**src/rtl/fifo_pkg.sv**
```systemverilog
// Shared definitions for the programmable single-clock FIFO: error codes and
// the width helper used to size the level/pointer/threshold buses.
package fifo_pkg;

  typedef enum logic [1:0] {
    ERR_NONE      = 2'b00,
    ERR_OVERFLOW  = 2'b01,
    ERR_UNDERFLOW = 2'b10
  } fifo_err_e;

  // Level needs one bit more than the address so that DEPTH itself is representable.
  function automatic int unsigned lvl_width(input int unsigned depth);
    return $clog2(depth) + 1;
  endfunction

endpackage

```
**src/rtl/fifo_mem_sdp.sv**
```systemverilog
// Simple dual-port storage: one write port, one read port that is either
// combinational (fall-through) or registered with a hold-on-idle output.
module fifo_mem_sdp #(
  parameter int DWIDTH  = 8,
  parameter int DEPTH   = 16,
  parameter bit SYNC_RD = 1'b0,
  localparam int AWIDTH = $clog2(DEPTH)
) (
  input  logic              clk,
  input  logic              rst,
  input  logic              we,
  input  logic [AWIDTH-1:0] waddr,
  input  logic [DWIDTH-1:0] wdata,
  input  logic              re,
  input  logic [AWIDTH-1:0] raddr,
  output logic [DWIDTH-1:0] rdata
);

  logic [DWIDTH-1:0] mem_q [DEPTH];

  always_ff @(posedge clk) begin
    if (we) begin
      mem_q[waddr] <= wdata;
    end
  end

  generate
    if (SYNC_RD) begin : g_sync_rd
      logic [DWIDTH-1:0] rdata_q;

      // Output only moves on an accepted read, otherwise it holds the last word.
      always_ff @(posedge clk) begin
        if (rst) begin
          rdata_q <= '0;
        end else if (re) begin
          rdata_q <= mem_q[raddr];
        end
      end

      assign rdata = rdata_q;
    end else begin : g_async_rd
      logic unused_sync_ctrl;

      assign unused_sync_ctrl = &{1'b0, rst, re};
      assign rdata            = mem_q[raddr];
    end
  endgenerate

endmodule

```
**src/rtl/sync_fifo_prog.sv**
```systemverilog
// Single-clock FIFO with programmable almost-full/empty thresholds, exact level,
// FWFT or registered read, synchronous flush and sticky overflow/underflow flags.
module sync_fifo_prog
  import fifo_pkg::*;
#(
  parameter int DWIDTH = 8,
  parameter int DEPTH  = 16,
  parameter bit FWFT   = 1'b1,
  localparam int AWIDTH = $clog2(DEPTH)
) (
  input  logic              clk,
  input  logic              rst,
  input  logic              flush,
  input  logic              w_en,
  input  logic [DWIDTH-1:0] wdata,
  output logic              wfull,
  input  logic              r_en,
  output logic [DWIDTH-1:0] rdata,
  output logic              rvalid,
  output logic              rempty,
  input  logic [AWIDTH:0]   af_thresh,
  input  logic [AWIDTH:0]   ae_thresh,
  output logic              almost_full,
  output logic              almost_empty,
  output logic [AWIDTH:0]   level,
  output logic              overflow,
  output logic              underflow,
  input  logic              err_clr
);

  localparam int LW = lvl_width(DEPTH);
  localparam logic [LW-1:0] PTR_ONE  = LW'(1);
  localparam logic [LW-1:0] FULL_LVL = LW'(DEPTH);

  logic [LW-1:0]     wptr_q, wptr_d;
  logic [LW-1:0]     rptr_q, rptr_d;
  logic [LW-1:0]     level_q, level_d;
  logic              wfull_q, rempty_q, af_q, ae_q, rvalid_q;
  logic [1:0]        err_q, err_d, err_set;
  logic              rd_ok, wr_ok, wr_commit, rd_commit;
  logic [DWIDTH-1:0] mem_rdata;

  // A write into a full FIFO is legal only when a read frees the slot this same cycle.
  assign rd_ok = r_en & ~rempty_q;
  assign wr_ok = w_en & (~wfull_q | rd_ok);

  assign wr_commit = wr_ok & ~flush & ~rst;
  assign rd_commit = rd_ok & ~flush & ~rst;

  always_comb begin
    wptr_d = wptr_q;
    rptr_d = rptr_q;
    if (flush) begin
      wptr_d = '0;
      rptr_d = '0;
    end else begin
      if (wr_ok) wptr_d = wptr_q + PTR_ONE;
      if (rd_ok) rptr_d = rptr_q + PTR_ONE;
    end
    level_d = wptr_d - rptr_d;
  end

  always_comb begin
    err_set = ERR_NONE;
    if (!flush) begin
      if (w_en && !wr_ok)    err_set = err_set | ERR_OVERFLOW;
      if (r_en && rempty_q)  err_set = err_set | ERR_UNDERFLOW;
    end
    // A new error in the same cycle as err_clr wins.
    err_d = err_set | (err_q & ~{2{err_clr}});
  end

  always_ff @(posedge clk) begin
    if (rst) begin
      wptr_q   <= '0;
      rptr_q   <= '0;
      level_q  <= '0;
      wfull_q  <= 1'b0;
      rempty_q <= 1'b1;
      af_q     <= (af_thresh == '0);
      ae_q     <= 1'b1;
      rvalid_q <= 1'b0;
      err_q    <= '0;
    end else begin
      wptr_q   <= wptr_d;
      rptr_q   <= rptr_d;
      level_q  <= level_d;
      wfull_q  <= (level_d == FULL_LVL);
      rempty_q <= (level_d == '0);
      af_q     <= (level_d >= af_thresh);
      ae_q     <= (level_d <= ae_thresh);
      rvalid_q <= rd_commit;
      err_q    <= err_d;
    end
  end

  fifo_mem_sdp #(
    .DWIDTH (DWIDTH),
    .DEPTH  (DEPTH),
    .SYNC_RD(!FWFT)
  ) u_mem (
    .clk  (clk),
    .rst  (rst),
    .we   (wr_commit),
    .waddr(wptr_q[AWIDTH-1:0]),
    .wdata(wdata),
    .re   (rd_commit),
    .raddr(rptr_q[AWIDTH-1:0]),
    .rdata(mem_rdata)
  );

  // In fall-through mode the head slot is stale while empty, so present zero instead.
  assign rdata        = FWFT ? (rempty_q ? '0 : mem_rdata) : mem_rdata;
  assign rvalid       = FWFT ? ~rempty_q : rvalid_q;
  assign wfull        = wfull_q;
  assign rempty       = rempty_q;
  assign almost_full  = af_q;
  assign almost_empty = ae_q;
  assign level        = level_q;
  assign overflow     = |(err_q & ERR_OVERFLOW);
  assign underflow    = |(err_q & ERR_UNDERFLOW);

endmodule

```
**config.mk**
```make
export PLATFORM = sky130hd
export DESIGN_NAME = sync_fifo_prog
export DESIGN_NICKNAME = d
export VERILOG_FILES = /design/src/rtl/fifo_pkg.sv /design/src/rtl/fifo_mem_sdp.sv /design/src/rtl/sync_fifo_prog.sv
export SDC_FILE = /design/constraint.sdc
export NUM_CORES = 1
export LEC_CHECK = 0
export BUFFER_PORTS_ARGS = -buffer_cell sky130_fd_sc_hd__buf_2
export CAP_MARGIN = 20
export CORE_MARGIN = 2
export CORE_UTILIZATION = 60
export DETAILED_ROUTE_END_ITERATION = 16
export GPL_ROUTABILITY_DRIVEN = 0
export PLACE_DENSITY = 0.87
export SETUP_SLACK_MARGIN = 0.4
export SLEW_MARGIN = 10
export SYNTH_ARGS = -nofsm -noshare
export SYNTH_HDL_FRONTEND = slang
export SYNTH_HIERARCHICAL = 1
export SYNTH_SLANG_ARGS = --single-unit
```
**constraint.sdc**
```tcl
create_clock -name clk -period 4.15 [get_ports clk]
set_input_delay 0.83 -clock clk [delete_from_list [all_inputs] [get_ports clk]]
set_output_delay 0.83 -clock clk [all_outputs]
set_load 0.05 [all_outputs]
```
==> results of run 1 <==
==> cell type report <==
| cell class | instances | area share, % |
|---|---|---|
| multi-input combinational | 195 | 26.11 |
| clock inverter | 13 | 2.220 |
| sequential | 149 | 58.66 |
| tap | 136 | 2.340 |
| inverter | 12 | 0.6195 |
| clock buffer | 19 | 5.799 |
| timing repair buffer | 55 | 4.251 |
==> power breakdown <==
group / switching [mW] / internal, mW / total [mW]
logic: 0.167 / 0.0830 / 0.250
clock network: 0.619 / 0.879 / 1.50
registers: 0.00626 / 1.64 / 1.64
total: 0.792 / 2.60 / 3.39
==> metal layers <==
layer | routed length, um | vias up
met5 | 0 | -
met2 | 6480 | 153
met3 | 915 | 22
met4 | 324 | 0
li1 | - | 1574
met1 | 5088 | 1829
==> state kept, by name (all words and copies together) (netlist names) <==
signal        count
almost_full       1
almost_empty      1
wfull             1
rptr_q            5
rempty            1
err_q             2
level             5
u_mem/mem_q     128
wptr_q            5
==> stage by stage <==
stage,worst slack [ps],area (sq um),hold WS (ps),power [mW],util (%)
after floorplan,763.9,6324,578.5,1.848,-
after global placement,642.5,6684,452.0,1.912,65.04
after detailed placement,440.0,6684,454.7,1.923,65.04
after CTS,428.4,7267,465.7,3.414,70.71
after global routing,459.1,7271,494.2,3.499,70.75
final,604.1,7271,464.8,3.390,70.75
==> path summary, 6_finish.rpt <==
| kind | cells after the start | end | slack, ps | startpoint |
|---|---|---|---|---|
| worst max-delay path | 6 | rdata[1] | 600 | rptr_q[0] |
| worst min-delay path | 2 | err_q[0] | 460 | err_q[0] |
| worst max register to register | 16 | almost_empty | 740 | rempty |
| worst min register to register | 2 | err_q[0] | 460 | err_q[0] |
==> critical path: cells and delay by family (launching register included) <==
family / cells / cell delay [ps]
buf+inv: 2 / 600
mux: 1 / 660
flops: 1 / 380
compound gates: 1 / 300
simple gates: 2 / 250
==> repair_timing <==
action	4_1_cts	5_1_grt
setup endpoints to repair	0	4
resized for setup	0	1
buffers inserted	0	0
hold buffers	0	0
==> results.ini, run 1 <==
[clocking]
clk_pin_slew_worst_paths_ps = 60
cts_buffer_depth = 2
numCtsBuffers = 17
insertion_delay_ps = 520
cts_sinks = 149
cts_max_level = 4
root_buffer = clkbuf_8
cts_tree = built

[final_layout]
drive_above_1_share_pct = 25.73
mostFrequentLayoutCells = edfxtp_1 (128), buf_2 (43), nor2_1 (27)
multi_input_area_sq_um = 1898
seqCellArea_sq_um = 4265
antennaDiodeCount = 0
layout.nets = 471
fillers = 647
layout_commonest_cell = edfxtp_1
stdcell_count = 579
syn_to_final_growth_pct = 14.98

[route]
vias = 3578
wl_per_cell_um = 22.12
wl_mm = 12.81
via_per_inst = 6.180
final_antenna_net_count = 0
drtIter0Drc = 362
drc = 0
drtPass1Iterations = 5

[pwr]
peakVddDrop_mv = 0.3296
powerDensity_nw_per_um2 = 466.3
cellLeakagePower_nw = 2.565

[timing]
slew_viol_final = 0
setup_tns_ps = 0
max_slew.worst_pin.slew_ps = 934.3
fin_skew_ps = 10.05
fin_crit_ps = 3546
clock.fmax_mhz = 282.0
rsz0062_at_grt = no
finalCritPeriodShare_pct = 85.44
setup_viol = 0
max_slew_margin_pct = 37.48
hold_viol = 0

[setup_path]
slowest_delay_ps = 660
critPathRequiredTime_ps = 3320
slowest_stage = mux4_1
cp_data_arrival_time_ps = 2720
cp-start-kind = flip-flop
path_max_fanout = 32
cp-end-kind = output port
worstSetupPathType = flip-flop to output port
cp_cell_sequence = buf_6 -> mux4_1 -> a22oi_1 -> nand2_1 -> nor2b_1 -> buf_2

[run]
maxCapViolCount = 0

[synth]
syn_avg_cell_area_sq_um = 17.00
syn-cell-area_sq_um = 6324
yosysWarnings = 6
synthCells = 372
syn_nets = 413

[grt]
grt_pass1_vias = 3671
grt_max_degree = 33
grt_pass1_wl_mm = 19.99
overflow = 0
use_met3_pct = 5.289
antenna_found_initial = 0
gr-max-usage-layer = met2
use_met2_pct = 39.76
use_met1_pct = 31.94
grt_usage_pct = 24.37

[floorplanning]
core_sq_um = 10280
die_h_um = 106.7
num_rows = 37
dieArea_sq_um = 11380
ios = 44
die_x_um = 106.7
initial_utilization_pct = 61.53

[placed_design]
hpwl_mm = 7.831
dp_cells = 547
io_buffer_count = 43

[status]
status = finished clean

[worst_hold_path]
worstHoldPathType = flip-flop to flip-flop

No activity file was read; power rests on OpenSTA's default activity.
==> run 2: changes to the inputs <==
--- a/config.mk
+++ b/config.mk
@@ -11,7 +11,7 @@
 export CORE_UTILIZATION = 60
 export DETAILED_ROUTE_END_ITERATION = 16
 export GPL_ROUTABILITY_DRIVEN = 0
-export PLACE_DENSITY = 0.87
+export PLACE_DENSITY = 0.76
 export SETUP_SLACK_MARGIN = 0.4
 export SLEW_MARGIN = 10
 export SYNTH_ARGS = -nofsm -noshare
==> run 2 against run 1 <==
Cell area down 0.15%. Hold slack better by 0.59 ps. Wire length up 3.6%.
==> results.ini, run 2 (synthesized netlist as in run 1, its figures left out) <==
[timing]
fin_crit_ps = 3495  ; was 3546 ps
fin_hold_ws_ps = 465.4  ; was 464.8 ps
finalCritPeriodShare_pct = 84.22  ; was 85.44%
max_slew_margin_pct = 38.34  ; was 37.48%
rsz0062_at_grt = no  ; unchanged
max_slew.worst_pin.slew_ps = 921.5  ; was 934.3 ps
setup_viol = 0  ; unchanged
fin_skew_ps = 5.600  ; was 10.05 ps
setup_tns_ps = 0  ; unchanged
hold_viol = 0  ; unchanged
slew_viol_final = 0  ; unchanged
clock.fmax_mhz = 286.1  ; was 282.0 MHz
final.setup.worst_slack_ps = 655.1  ; was 604.1 ps

[final_layout]
fin_util_pct = 70.64  ; was 70.75%
drive_above_1_share_pct = 25.40  ; was 25.73%
stdcell_count = 577  ; was 579
antennaDiodeCount = 0  ; unchanged
fin_area_sq_um = 7259  ; was 7271 sq um
regMostFlops = u_mem/mem_q  ; unchanged
fillers = 665  ; was 647
mostFrequentLayoutCells = edfxtp_1 (128), buf_2 (43), nor2_1 (27)  ; unchanged
syn_to_final_growth_pct = 14.80  ; was 14.98%
seqCellArea_sq_um = 4265  ; unchanged
layout_commonest_cell = edfxtp_1  ; unchanged
multi_input_area_sq_um = 1906  ; was 1898 sq um
largest_reg_flops = 128  ; unchanged
layout.nets = 469  ; was 471

[placed_design]
placement.cell_area_sq_um = 6681  ; was 6684 sq um
dp_cells = 545  ; was 547
preCtsSetupSlack_ps = 322.6  ; was 440.0 ps
io_buffer_count = 43  ; unchanged
hpwl_mm = 7.695  ; was 7.831 mm

[route]
drtIter0Drc = 329  ; was 362
via_per_inst = 6.073  ; was 6.180
drtPass1Iterations = 5  ; unchanged
vias = 3504  ; was 3578
wl_mm = 13.27  ; was 12.81 mm
final_antenna_net_count = 0  ; unchanged
drc = 0  ; unchanged
wl_per_cell_um = 23.00  ; was 22.12 um

[floorplanning]
core_sq_um = 10280  ; unchanged
initial_utilization_pct = 61.53  ; unchanged
die_h_um = 106.7  ; unchanged
dieArea_sq_um = 11380  ; unchanged
die_x_um = 106.7  ; unchanged
num_rows = 37  ; unchanged
ios = 44  ; unchanged

[setup_path]
cp-end-kind = flip-flop  ; was output port
rr_worst_depth = 16  ; unchanged
cp_data_arrival_time_ps = 3910  ; was 2720 ps
worstSetupPathType = flip-flop to flip-flop  ; was flip-flop to output port
cp-start-kind = flip-flop  ; unchanged
path_max_fanout = 13  ; was 32
critPathRequiredTime_ps = 4570  ; was 3320 ps

[clocking]
cts_setup_buffers = 0  ; unchanged
cts_max_level = 4  ; unchanged
numCtsBuffers = 17  ; unchanged
root_buffer = clkbuf_8  ; unchanged
cts_tree = built  ; unchanged
cts_sinks = 149  ; unchanged
clk_pin_slew_worst_paths_ps = 60  ; about the same
cts_buffer_depth = 2  ; unchanged
hold_buffers = 0  ; unchanged
insertion_delay_ps = 530  ; was 520 ps
cts_resized = 0  ; unchanged

[grt]
overflow = 0  ; unchanged
antenna_found_initial = 0  ; unchanged
grt_max_degree = 36  ; was 33
grt_usage_pct = 25.78  ; was 24.37%
grt_pass1_wl_mm = 20.44  ; was 19.99 mm
grt_pass1_vias = 3512  ; was 3671

[pwr]
switching_power_mw = 0.7683  ; was 0.7924 mW
p_int_mw = 2.581  ; was 2.598 mW
finalPower_mw = 3.350  ; was 3.390 mW
peakVddDrop_mv = 0.2699  ; was 0.3296 mV
powerDensity_nw_per_um2 = 461.4  ; was 466.3 nW/um^2
comb_power_share_pct = 7.4  ; about the same
power_frac_seq_pct = 49.0  ; was 48.4%
power.share.clock_pct = 43.6  ; was 44.2%
p_sw_share_pct = 22.94  ; was 23.37%
cellLeakagePower_nw = 2.558  ; was 2.565 nW

[worst_hold_path]
holdPathStages = 2  ; unchanged
worstHoldPathType = flip-flop to flip-flop  ; unchanged

[run]
maxCapViolCount = 0  ; unchanged

[status]
status = finished clean  ; unchanged

==> run 2: changes by cell type in the layout (fill, tap and decap cells not counted), sizes merged <==
| cell | previous run | this run |
|---|---|---|
| clkbuf | 19 | 18 |
| buf | 55 | 53 |
| inv | 21 | 16 |
| clkinv | 0 | 6 |
==> run 2: final timing paths <==
| kind | to | from | slack, ps |
|---|---|---|---|
| min reg2reg | err_q[1] | err_q[1] | 470 |
| max reg2reg | almost_empty | rempty | 660 |
| max | almost_empty | rempty | 660 |
| min | err_q[1] | err_q[1] | 470 |
==> run 2: metal layers <==
layer  global-route usage [%]  part of all wire (%)  up-vias  wire length (um)
met2                    41.22                    50      133              6684
met1                    34.82                    40     1771              5365
li1                         -                     -     1576                 -
met3                    6.809                   7.4       24               987
met4                    8.905                   1.7        0               232
met5                        0                     0        -                 0
==> run 2: worst max-delay path, cell delays in order (launching register included) <==
cell and delay (ps):
dfxtp_1 300, buf_4 180, nand2b_1 340, a21boi_4 300
xnor2_1 140, or2_2 140, ha_1 140, inv_1 60
fa_1 400, a21o_1 200, a21oi_1 150, or2_2 140
a2bb2oi_2 210, inv_1 90, ha_1 300, a31oi_1 180
o21ai_0 100
==> run 2: layout make-up <==
| cell class | instances | area share (%) |
|---|---|---|
| clock inverter | 14 | 2.103 |
| tap | 136 | 2.344 |
| sequential | 149 | 58.76 |
| timing repair buffer | 53 | 4.171 |
| inverter | 12 | 0.6205 |
| clock buffer | 18 | 5.757 |
| multi-input combinational | 195 | 26.25 |
==> run 2: power groups by stage <==
stage | clock [mW] | combinational (mW) | sequential, mW
finish | 1.46 | 0.248 | 1.64
global route | 1.54 | 0.271 | 1.64
CTS | 1.49 | 0.249 | 1.64
detailed placement | 0 | 0.247 | 1.67
global placement | 0 | 0.240 | 1.67
floorplan | 0 | 0.146 | 1.70
==> run 3: changes to the inputs <==
--- a/config.mk
+++ b/config.mk
@@ -5,13 +5,14 @@
 export SDC_FILE = /design/constraint.sdc
 export NUM_CORES = 1
 export LEC_CHECK = 0
+export ABC_AREA = 1
 export BUFFER_PORTS_ARGS = -buffer_cell sky130_fd_sc_hd__buf_2
 export CAP_MARGIN = 20
 export CORE_MARGIN = 2
-export CORE_UTILIZATION = 60
+export CORE_UTILIZATION = 61
 export DETAILED_ROUTE_END_ITERATION = 16
 export GPL_ROUTABILITY_DRIVEN = 0
-export PLACE_DENSITY = 0.76
+export PLACE_DENSITY = 0.77
 export SETUP_SLACK_MARGIN = 0.4
 export SLEW_MARGIN = 10
 export SYNTH_ARGS = -nofsm -noshare
==> constraint.sdc (replaced) <==
create_clock -name clk -period 3.6 [get_ports clk]
set_input_delay 0.72 -clock clk [delete_from_list [all_inputs] [get_ports clk]]
set_output_delay 0.72 -clock clk [all_outputs]
set_load 0.05 [all_outputs]
==> run 3 against run 2 <==
Register-to-register slack got worse by 95 ps. Count of clock-buffer cells in the layout increased by 7. Sequential cell count unchanged. Global-route usage rose by 1.4 points. Clock skew increased by 2.0 ps. Final cell count is 64% higher. First-iteration DRC count increased by 33%. Critical path depth shrank 6. Wire length rose by 22%. Setup slack got worse by 120 ps. Critical path type is now flip-flop to output port. Critical endpoint is now rdata[3].
==> results.ini, run 3 <==
[grt]
overflow = 0  ; unchanged
antenna_found_initial = 0  ; unchanged
grt_max_degree = 65  ; was 36
grt_pass1_wl_mm = 25.88  ; was 20.44 mm
grt_usage_pct = 27.18  ; was 25.78%
grt_pass1_vias = 5267  ; was 3512

[clocking]
numCtsBuffers = 17  ; unchanged
insertion_delay_ps = 420  ; was 530 ps
cts_buffer_depth = 2  ; unchanged
cts_tree = built  ; unchanged
root_buffer = clkbuf_16  ; was clkbuf_8
cts_sinks = 149  ; unchanged
cts_max_level = 4  ; unchanged
hold_buffers = 0  ; unchanged
clk_pin_slew_worst_paths_ps = 60  ; about the same

[final_layout]
fin_area_sq_um = 7970  ; was 7259 sq um
syn_to_final_growth_pct = 13.35  ; was 14.80%
mostFrequentLayoutCells = nand2_1 (200), inv_1 (141), edfxtp_1 (128)  ; was edfxtp_1 (128), buf_2 (43), nor2_1 (27)
regMostFlops = u_mem/mem_q  ; unchanged
layout_commonest_cell = nand2_1  ; was edfxtp_1
multi_input_area_sq_um = 2036  ; was 1906 sq um
largest_reg_flops = 128  ; unchanged
antennaDiodeCount = 0  ; unchanged
stdcell_count = 944  ; was 577
fillers = 805  ; was 665
layout.nets = 829  ; was 469
seqCellArea_sq_um = 4270  ; was 4265 sq um
drive_above_1_share_pct = 13.36  ; was 25.40%

[floorplanning]
die_h_um = 111.4  ; was 106.7 um
dieArea_sq_um = 12400  ; was 11380 sq um
initial_utilization_pct = 62.11  ; was 61.53%
num_rows = 39  ; was 37
core_sq_um = 11320  ; was 10280 sq um
die_x_um = 111.4  ; was 106.7 um
ios = 44  ; unchanged

[setup_path]
cp-start-kind = flip-flop  ; unchanged
critPathRequiredTime_ps = 2880  ; was 4570 ps
cp_data_arrival_time_ps = 2350  ; was 3910 ps
cp-end-kind = output port  ; was flip-flop
r2r_slack_ps = 560  ; was 660 ps
path_max_fanout = 64  ; was 13
worstSetupPathType = flip-flop to output port  ; was flip-flop to flip-flop

[placed_design]
dp_cells = 911  ; was 545
hpwl_mm = 10.23  ; was 7.695 mm
io_buffer_count = 43  ; unchanged
preCtsSetupSlack_ps = 79.50  ; was 322.6 ps
placement.cell_area_sq_um = 7350  ; was 6681 sq um

[timing]
clock.fmax_mhz = 325.8
setup_viol = 0  ; unchanged
max_slew_margin_pct = 42.03  ; was 38.34%
rsz0062_at_grt = yes  ; was no
final.setup.worst_slack_ps = 530.7  ; was 655.1 ps
finalCritPeriodShare_pct = 85.26
max_slew.worst_pin.slew_ps = 866.4  ; was 921.5 ps
slew_viol_final = 0  ; unchanged
fin_skew_ps = 7.604  ; was 5.600 ps
setup_tns_ps = 0  ; unchanged
hold_viol = 0  ; unchanged
fin_crit_ps = 3069
fin_hold_ws_ps = 508.5  ; was 465.4 ps

[route]
wl_per_cell_um = 17.15  ; was 23.00 um
drtPass1Iterations = 5  ; unchanged
drc = 0  ; unchanged
final_antenna_net_count = 0  ; unchanged
via_per_inst = 5.586  ; was 6.073
vias = 5273  ; was 3504
drtIter0Drc = 439  ; was 329
wl_mm = 16.19  ; was 13.27 mm

[pwr]
power.share.clock_pct = 42.6  ; was 43.6%
switching_power_mw = 0.9613  ; was 0.7683 mW
cellLeakagePower_nw = 3.587  ; was 2.558 nW
powerDensity_nw_per_um2 = 509.2  ; was 461.4 nW/um^2
p_sw_share_pct = 23.68  ; was 22.94%
power_frac_seq_pct = 47.0  ; was 49.0%
peakVddDrop_mv = 0.3370  ; was 0.2699 mV
comb_power_share_pct = 10.4  ; was 7.4%
p_int_mw = 3.097  ; was 2.581 mW

[synth]
syn-cell-area_sq_um = 7032  ; was 6324 sq um
syn_nets = 780  ; was 413
yosysWarnings = 6  ; unchanged
syn_avg_cell_area_sq_um = 9.515  ; was 17.00 sq um
synthCells = 739  ; was 372

[run]
maxCapViolCount = 0  ; unchanged

[status]
status = finished clean  ; unchanged

[worst_hold_path]
worstHoldPathType = flip-flop to flip-flop  ; unchanged

-- run 3: final timing paths --
path              startpoint           end  cells past startpoint
setup reg to reg   wptr_q[1]  almost_empty                     15
hold reg to reg     err_q[1]      err_q[1]                      2
hold / removal      err_q[1]      err_q[1]                      2
setup / recovery   rptr_q[0]      rdata[3]                     10
-- run 3: what timing repair did --
action	CTS	global route
buffers inserted	0	1
gates resized for setup	2	5
setup endpoints to repair	2	4
-- run 3: layout make-up --
type,instances,share of cell area (%)
Clock buffer,25,6.641
Clock inverter,7,0.8163
Inverter,145,6.954
Multi-Input combinational cell,418,25.54
Sequential cell,149,53.58
Tap cell,143,2.245
Timing Repair Buffer,57,4.223
-- run 3: through the flow --
step                utilization [%]  power (mW)
finish                        70.40       4.059
detailed placement            64.92       2.354
CTS                           70.23       4.066
floorplan                         -       2.239
global route                  70.40       4.200
global placement              64.92       2.337
-- run 3: worst max-delay path, cell delays in order (launching register included) --
cell     delay (ps)
dfxtp_2         400
buf_6           430
nand2_1         130
nand2_1          90
nand2_1          50
nand3_1          80
nand3_1         100
nand2_1          90
inv_1            40
nor2_1          180
buf_2           310
-- run 3: power groups by stage --
| stage | logic [mW] | clock network [mW] | registers [mW] |
|---|---|---|---|
| after CTS | 0.409 | 1.74 | 1.91 |
| after global routing | 0.462 | 1.83 | 1.91 |
| after floorplan | 0.259 | 0 | 1.98 |
| after detailed placement | 0.406 | 0 | 1.95 |
| final | 0.421 | 1.73 | 1.91 |
| after global placement | 0.390 | 0 | 1.95 |
-- run 3: routing by layer --
layer / share of wire (%) / global-route usage, % / vias to the layer above / wire, um
met5: 0 / 0 / - / 0
met4: 2.7 / 10.70 / 0 / 433
met3: 8.7 / 6.369 / 41 / 1416
met2: 51 / 47.64 / 256 / 8262
met1: 38 / 32.75 / 2507 / 6078
li1: - / - / 2469 / -
